$ cat src/rtl/fp24_pkg.sv
// fp24 add/sub back end: shared field widths, constants and stage-1 payload type.
// Latency: n/a (declarations only).
// Backpressure: n/a.
package fp24_pkg;

    // Packed result layout: [23] sign, [22:15] exponent, [14:0] fraction.
    localparam int FP_WIDTH = 24;
    localparam int FP_EXPW  = 8;
    localparam int FP_FRACW = 15;

    // Front-end mantissa: [18] carry, [17] hidden, [16:2] fraction, [1] guard, [0] sticky.
    localparam int MANTW = FP_FRACW + 4;
    // Leading-zero window: hidden bit down to sticky.
    localparam int LZW   = FP_FRACW + 3;
    // Internal exponent is wider than the field and signed, so it never wraps.
    localparam int IEXPW = FP_EXPW + 2;

    localparam logic [FP_EXPW-1:0]  BIAS      = 8'd127;
    localparam logic [FP_EXPW-1:0]  EXP_MAX   = 8'd255;
    localparam logic [FP_WIDTH-1:0] CANON_NAN = 24'h7FC000;

    // out_flags_o = {overflow, underflow, inexact}
    localparam int FLAG_OVF = 2;
    localparam int FLAG_UNF = 1;
    localparam int FLAG_INX = 0;

    // Classification decided in stage 1; stage 2 only rounds KIND_NUM.
    typedef enum logic [1:0] {
        KIND_NUM  = 2'd0,
        KIND_ZERO = 2'd1,
        KIND_INF  = 2'd2,
        KIND_NAN  = 2'd3
    } kind_e;

    // Normalised operand handed from stage 1 to stage 2.
    // sig[15] is the hidden bit, sig[14:0] the fraction.
    typedef struct packed {
        logic                    sign;
        kind_e                   kind;
        logic signed [IEXPW-1:0] exp;
        logic [FP_FRACW:0]       sig;
        logic                    guard;
        logic                    sticky;
    } norm_t;

endpackage

$ cat src/rtl/fp24_lzc.sv
// 18-bit leading-zero counter for the normalise stage; count = 18 for an all-zero input.
// Latency: combinational.
// Backpressure: none (pure function of value).
// Ports: value (18-bit word, MSB first), count (number of leading zeros, 0..18).
module fp24_lzc
    import fp24_pkg::*;
(
    input  logic [LZW-1:0] value,
    output logic [4:0]     count
);

    // Scan upward; the highest set bit is the last one to overwrite count.
    always_comb begin
        count = 5'd18;
        for (int i = 0; i < LZW; i++) begin
            if (value[i]) begin
                count = 5'(LZW - 1 - i);
            end
        end
    end

endmodule

$ cat src/rtl/fp24_norm_round.sv
// fp24 add/sub back end: normalise, round-to-nearest-even, special values, pack to 24 bits.
// Latency: 2 cycles, 1 beat/cycle; a stage advances when its successor is empty or advancing.
// Backpressure: in_ready_o = !s1_valid || s2_advance (combinational from out_ready_i); outputs hold while stalled.
// Ports: clk_i/rst_i (sync, active-high); in_* beat from the align/add front end with
//        in_valid_i/in_ready_o; out_result_o/out_flags_o {ovf,unf,inx} with out_valid_o/out_ready_i.
module fp24_norm_round
    import fp24_pkg::*;
#(
    parameter int WIDTH = FP_WIDTH,
    parameter int EXPW  = FP_EXPW,
    parameter int FRACW = FP_FRACW
) (
    input  logic             clk_i,
    input  logic             rst_i,
    input  logic             in_valid_i,
    output logic             in_ready_o,
    input  logic             in_sign_i,
    input  logic [EXPW-1:0]  in_exp_i,
    input  logic [FRACW+3:0] in_mant_i,
    input  logic             in_nan_i,
    output logic             out_valid_o,
    input  logic             out_ready_i,
    output logic [WIDTH-1:0] out_result_o,
    output logic [2:0]       out_flags_o
);

    // ------------------------------------------------------------------
    // Handshake
    // ------------------------------------------------------------------
    logic s1_valid;
    logic s2_valid;
    logic s2_advance;

    assign s2_advance  = !s2_valid || out_ready_i;
    assign in_ready_o  = !s1_valid || s2_advance;
    assign out_valid_o = s2_valid;

    // ------------------------------------------------------------------
    // Stage 1: classify and normalise
    // ------------------------------------------------------------------
    logic signed [IEXPW-1:0] exp_in;
    logic signed [IEXPW-1:0] shift_limit;
    logic [4:0]              lz;
    logic [4:0]              shamt;
    logic [LZW-1:0]          shifted;
    logic                    is_nan;
    logic                    is_inf;
    norm_t                   norm;
    norm_t                   s1;

    // A zero exponent field denotes a subnormal, which lives at exponent 1.
    assign exp_in = (in_exp_i == '0) ? 10'sd1 : $signed({2'b00, in_exp_i});

    fp24_lzc u_lzc (
        .value (in_mant_i[LZW-1:0]),
        .count (lz)
    );

    // Never shift the exponent below 1: anything left un-normalised
    // at that point is a subnormal.
    assign shift_limit = exp_in - 10'sd1;
    assign shamt       = ($signed({5'b0, lz}) <= shift_limit) ? lz : shift_limit[4:0];
    assign shifted     = in_mant_i[LZW-1:0] << shamt;

    assign is_nan = in_nan_i || ((in_exp_i == EXP_MAX) && (in_mant_i[16:2] != '0));
    assign is_inf = (in_exp_i == EXP_MAX);

    always_comb begin
        norm        = '0;
        norm.sign   = in_sign_i;
        norm.kind   = KIND_NUM;
        norm.exp    = exp_in;
        norm.sig    = in_mant_i[17:2];
        norm.guard  = in_mant_i[1];
        norm.sticky = in_mant_i[0];
        if (is_nan) begin
            norm.kind = KIND_NAN;
        end else if (is_inf) begin
            norm.kind = KIND_INF;
        end else if (in_mant_i == '0) begin
            norm.kind = KIND_ZERO;
        end else if (in_mant_i[18]) begin
            // Carry out of the adder: one step right, old guard and
            // sticky both fold into the new sticky.
            norm.exp    = exp_in + 10'sd1;
            norm.sig    = in_mant_i[18:3];
            norm.guard  = in_mant_i[2];
            norm.sticky = in_mant_i[1] | in_mant_i[0];
        end else begin
            norm.exp    = exp_in - $signed({5'b0, shamt});
            norm.sig    = shifted[17:2];
            norm.guard  = shifted[1];
            norm.sticky = shifted[0];
        end
    end

    // Payload carries no reset: it is only observed behind s1_valid.
    always_ff @(posedge clk_i) begin
        if (in_valid_i && in_ready_o) begin
            s1 <= norm;
        end
    end

    // ------------------------------------------------------------------
    // Stage 2: round to nearest even, saturate, pack
    // ------------------------------------------------------------------
    logic                    round_up;
    logic                    inexact;
    logic [FP_FRACW+1:0]     rounded;
    logic signed [IEXPW-1:0] exp_r;
    logic                    hidden_r;
    logic [FP_WIDTH-1:0]     res_d;
    logic [2:0]              flg_d;

    assign round_up = s1.guard && (s1.sticky || s1.sig[0]);
    assign inexact  = s1.guard || s1.sticky;
    assign rounded  = {1'b0, s1.sig} + {16'b0, round_up};
    // A carry out of the significand leaves the fraction bits zero and bumps
    // the exponent; a subnormal that rounds up into the hidden bit sits at
    // exponent 1 already, so it packs with field 1 through the same path.
    assign exp_r    = s1.exp + $signed({9'b0, rounded[16]});
    assign hidden_r = rounded[16] || rounded[15];

    always_comb begin
        res_d = '0;
        flg_d = '0;
        case (s1.kind)
            KIND_NAN: begin
                res_d = CANON_NAN;
            end
            KIND_INF: begin
                res_d = {s1.sign, EXP_MAX, 15'b0};
            end
            KIND_ZERO: begin
                res_d = {s1.sign, 23'b0};
            end
            default: begin
                if (exp_r >= 10'sd255) begin
                    res_d           = {s1.sign, EXP_MAX, 15'b0};
                    flg_d[FLAG_OVF] = 1'b1;
                    flg_d[FLAG_INX] = 1'b1;
                end else begin
                    res_d           = {s1.sign, (hidden_r ? exp_r[7:0] : 8'd0), rounded[14:0]};
                    flg_d[FLAG_UNF] = !hidden_r && inexact;
                    flg_d[FLAG_INX] = inexact;
                end
            end
        endcase
    end

    // ------------------------------------------------------------------
    // Pipeline registers
    // ------------------------------------------------------------------
    always_ff @(posedge clk_i) begin
        if (rst_i) begin
            s1_valid     <= 1'b0;
            s2_valid     <= 1'b0;
            out_result_o <= '0;
            out_flags_o  <= '0;
        end else begin
            if (in_ready_o) begin
                s1_valid <= in_valid_i;
            end
            if (s2_advance) begin
                s2_valid <= s1_valid;
            end
            // Output registers only change when a real beat moves in, so
            // they hold steady through a stall.
            if (s2_advance && s1_valid) begin
                out_result_o <= res_d;
                out_flags_o  <= flg_d;
            end
        end
    end

endmodule

$ cat config.mk
export PLATFORM = sky130hd
export DESIGN_NAME = fp24_norm_round
export DESIGN_NICKNAME = d
export VERILOG_FILES = /design/src/rtl/fp24_pkg.sv /design/src/rtl/fp24_lzc.sv /design/src/rtl/fp24_norm_round.sv
export SDC_FILE = /design/constraint.sdc
export NUM_CORES = 1
export LEC_CHECK = 0
export ABC_AREA = 1
export ABC_CLOCK_PERIOD_IN_PS = 6850
export BUFFER_PORTS_ARGS = -buffer_cell sky130_fd_sc_hd__buf_2
export CAP_MARGIN = 20
export CORE_AREA = 4 4 124 126
export DETAILED_ROUTE_END_ITERATION = 8
export DIE_AREA = 0 0 128 130
export PLACE_DENSITY = 0.62
export SETUP_SLACK_MARGIN = 0.3
export SYNTH_ARGS = -nofsm -noshare
export SYNTH_HDL_FRONTEND = slang
export SYNTH_SLANG_ARGS = --single-unit
$ cat constraint.sdc
create_clock -name clk_i -period 6.85 [get_ports clk_i]
set_clock_uncertainty 0.2 [all_clocks]
set_input_delay 1.37 -clock clk_i [delete_from_list [all_inputs] [get_ports clk_i]]
set_output_delay 1.37 -clock clk_i [all_outputs]
set_load 0.005 [all_outputs]
==> results.tsv <==
stage	metric	value	unit
critical_path	worstSetupPathType	in -> reg	
cts	cts_hold_buf	0	
cts	cts_buffers	9	
floorplan	row_count	44	
yosys	synthArstFlopShare	0	
detailed_routing	drt_iter0_markers	346	
yosys	ys_warn_count	0	
timing	finalSetupViolations	0	
timing	rsz0062_at_grt	false	
floorplan	start_util	0.331	
cells_and_area	drive_above_1_share	0.143	
worst_hold_path	min_path_type	reg -> reg	
cts	clk_pin_slew	0.05	ns
critical_path	cp_data_required_time	6.72	ns
placed_design	port_buffers	61	
yosys	ys_ff_latch	60	
cts	clk_latency	0.32	ns
yosys	synth.avg_cell_area	6.80	um^2
cells_and_area	utilization	0.381	
global_routing	grt_start_max_net_pins	32	
cts	cts_setup_buffers	0	
power	worst_ir_drop_vdd	0.000120	V
timing	final_hold_viol_count	0	
cells_and_area	area_delta_synth_final	15.1	%
placed_design	gp_congestion	0.902	
detailed_routing	drc	0	
yosys	synth_edf_count	31	
power	total_power	0.00106	W
critical_path	critPathBufInv	8	
timing	report.final.slew_viol_count	0	
detailed_routing	wl_per_cell	13.4	um
cells_and_area	n_antenna_cell	0	
cts	cts_sinks	60	
floorplan	die_area	16600	um^2
flow_run	max-cap-violations	0	
critical_path	critical_path.startpoint_type	primary input	
outcome	status	finished, final reports clean	
yosys	postSynthCellCount	697	
cells_and_area	fin_cells	933	
floorplan	core_area	14300	um^2
yosys	synth_top_area_cell	edfxtp_1	
timing	min_period	5.77	ns
detailed_routing	via_count	4721	
power	p_leak	2.49	nW
yosys	netlist.area_leader.share	0.197	
placed_design	place_inst	916	
timing	finalWorstSetupSlack	1.08	ns
critical_path	cp_slowest_cell	fa_1	
global_routing	grt_pass1_wl	20300	um
cts	cts_buffer_depth	2	
global_routing	antenna_found_initial	0	
cts	cts_tree	yes	
timing	tightest_slew	0.880	ns
power	powerDensity	195	nW/um^2
critical_path	crit_arrival	5.64	ns
detailed_routing	first_pass_iters	5	
timing	min_period_over_period	0.842	
critical_path	cpLargestDelayFamily	simple AND/OR/NAND/NOR gates	
yosys	yosysSeqAreaShare	0.319	
critical_path	end_kind	flop	
critical_path	cp_common_cell	nor2_1	
timing	timing.fmax	173	MHz
yosys	syn-num-nets	746	
floorplan	io_pins	62	
yosys	synth_cell_type_count	51	
floorplan	die_h	130	um
placed_design	dp_slack	0.777	ns
yosys	syn_area	4740	um^2
critical_path	max_stage_delay	0.47	ns
cts	cts_resized	0	
cells_and_area	nets	793	
detailed_routing	wl	12500	um
critical_path	path_max_fanout	20	
global_routing	grt_overflow	0	
detailed_routing	routed_via_density	5.06	
global_routing	grt_usage	0.148	
floorplan	die_w	128	um
detailed_routing	ant_nets	0	
cts	clock-root-buffer	clkbuf_16	
global_routing	grt_pass1_vias	4093	
cts	htree_levels	3	
yosys	synthTopCellsByArea	edfxtp_1 20%, nand2_1 13%, dfxtp_1 12%	
yosys	synth-main-ff-cell	edfxtp_1	
placed_design	dp_hpwl	9910	um
timing	max_slew_margin	0.412	
timing	finalSetupTns	0	ns
## routing by layer
metal / global-route usage / wire length (um)
met5: 0 / 0
met3: 0.0217 / 704
met2: 0.222 / 5380
met1: 0.217 / 6150
met4: 0.0549 / 285
## per-stage QoR
stage | hold WS, ns | area (um^2)
after floorplan | 0.259 | 4740
after global placement | 0.251 | 5140
after detailed placement | 0.253 | 5140
after CTS | 0.261 | 5440
after global routing | 0.277 | 5450
final | 0.258 | 5450
## kinds of logic (layout without fill, tap and decap cells)
| kind of cell | Yosys count | in the layout | share of synthesized area |
|---|---|---|---|
| xor+xnor | 18 | 18 | 0.0333 |
| flops | 60 | 60 | 0.319 |
| buf+inv | 117 | 169 | 0.102 |
| fa+ha+maj | 16 | 16 | 0.0438 |
| simple gates | 344 | 344 | 0.324 |
| compound gates | 142 | 142 | 0.177 |
## flip-flops by register name, summed over array words and instances, names as in the netlist
signal and count:
out_flags_o 3, out_result_o 24, out_valid_o 1, s1 31, s1_valid 1
## cell usage after synthesis, types with 9 or more instances
library cell	number
a21oi_1	63
a22oi_1	10
clkbuf_1	18
dfxtp_1	29
edfxtp_1	31
ha_1	15
inv_1	79
nand2_1	164
nand3_1	79
nand4_1	9
nor2_1	52
nor3_1	20
o21ai_0	26
o21ai_1	12
xor2_1	14
## power breakdown
part           leakage [nW]  total (W)  switching (W)  internal, W
clock                 0.145   0.000427       0.000142     0.000285
sequential            0.539   0.000419      0.0000145     0.000404
combinational          1.81   0.000216       0.000141    0.0000748
total                  2.49    0.00106       0.000297     0.000765
## cell usage in the layout, fill, tap and decap left out, types with 9 or more instances in the layout
cell type  instances
nand3_1           79
nor2_1            52
buf_2             61
inv_1             79
a22oi_1           10
nand2_1          164
dfxtp_1           29
nor3_1            20
xor2_1            14
nand4_1            9
a21oi_1           63
edfxtp_1          31
o21ai_1           12
ha_1              15
o21ai_0           26
clkbuf_16         10
## worst register-to-register path: cells and delay by family, from the launching register on
| kind | cells | cell delay [ns] |
|---|---|---|
| buf+inv | 4 | 0.39 |
| xor+xnor | 1 | 0.16 |
| simple gates | 15 | 3.09 |
| fa+ha+maj | 3 | 0.54 |
| compound gates | 2 | 0.31 |
| flops | 1 | 0.41 |
## path summary, 6_finish.rpt
path	from	end	slack (ns)	cells after the start
max	in_exp_i[6]	s1[24]	1.08	31
min	out_result_o[2]	out_result_o[2]	0.26	2
max reg2reg	s1[1]	out_result_o[9]	1.67	25
min reg2reg	out_result_o[2]	out_result_o[2]	0.26	2
## cell type report
cell class                      instances  area [um^2]
Clock buffer                           15          289
Multi-Input combinational cell        520         2740
Timing Repair Buffer                   65          343
Inverter                               88          333
Sequential cell                        60         1510
Tap cell                              184          230
Clock inverter                          1         5.00
Fill cell                            1546         8860
(Power assumes the default switching activity.)
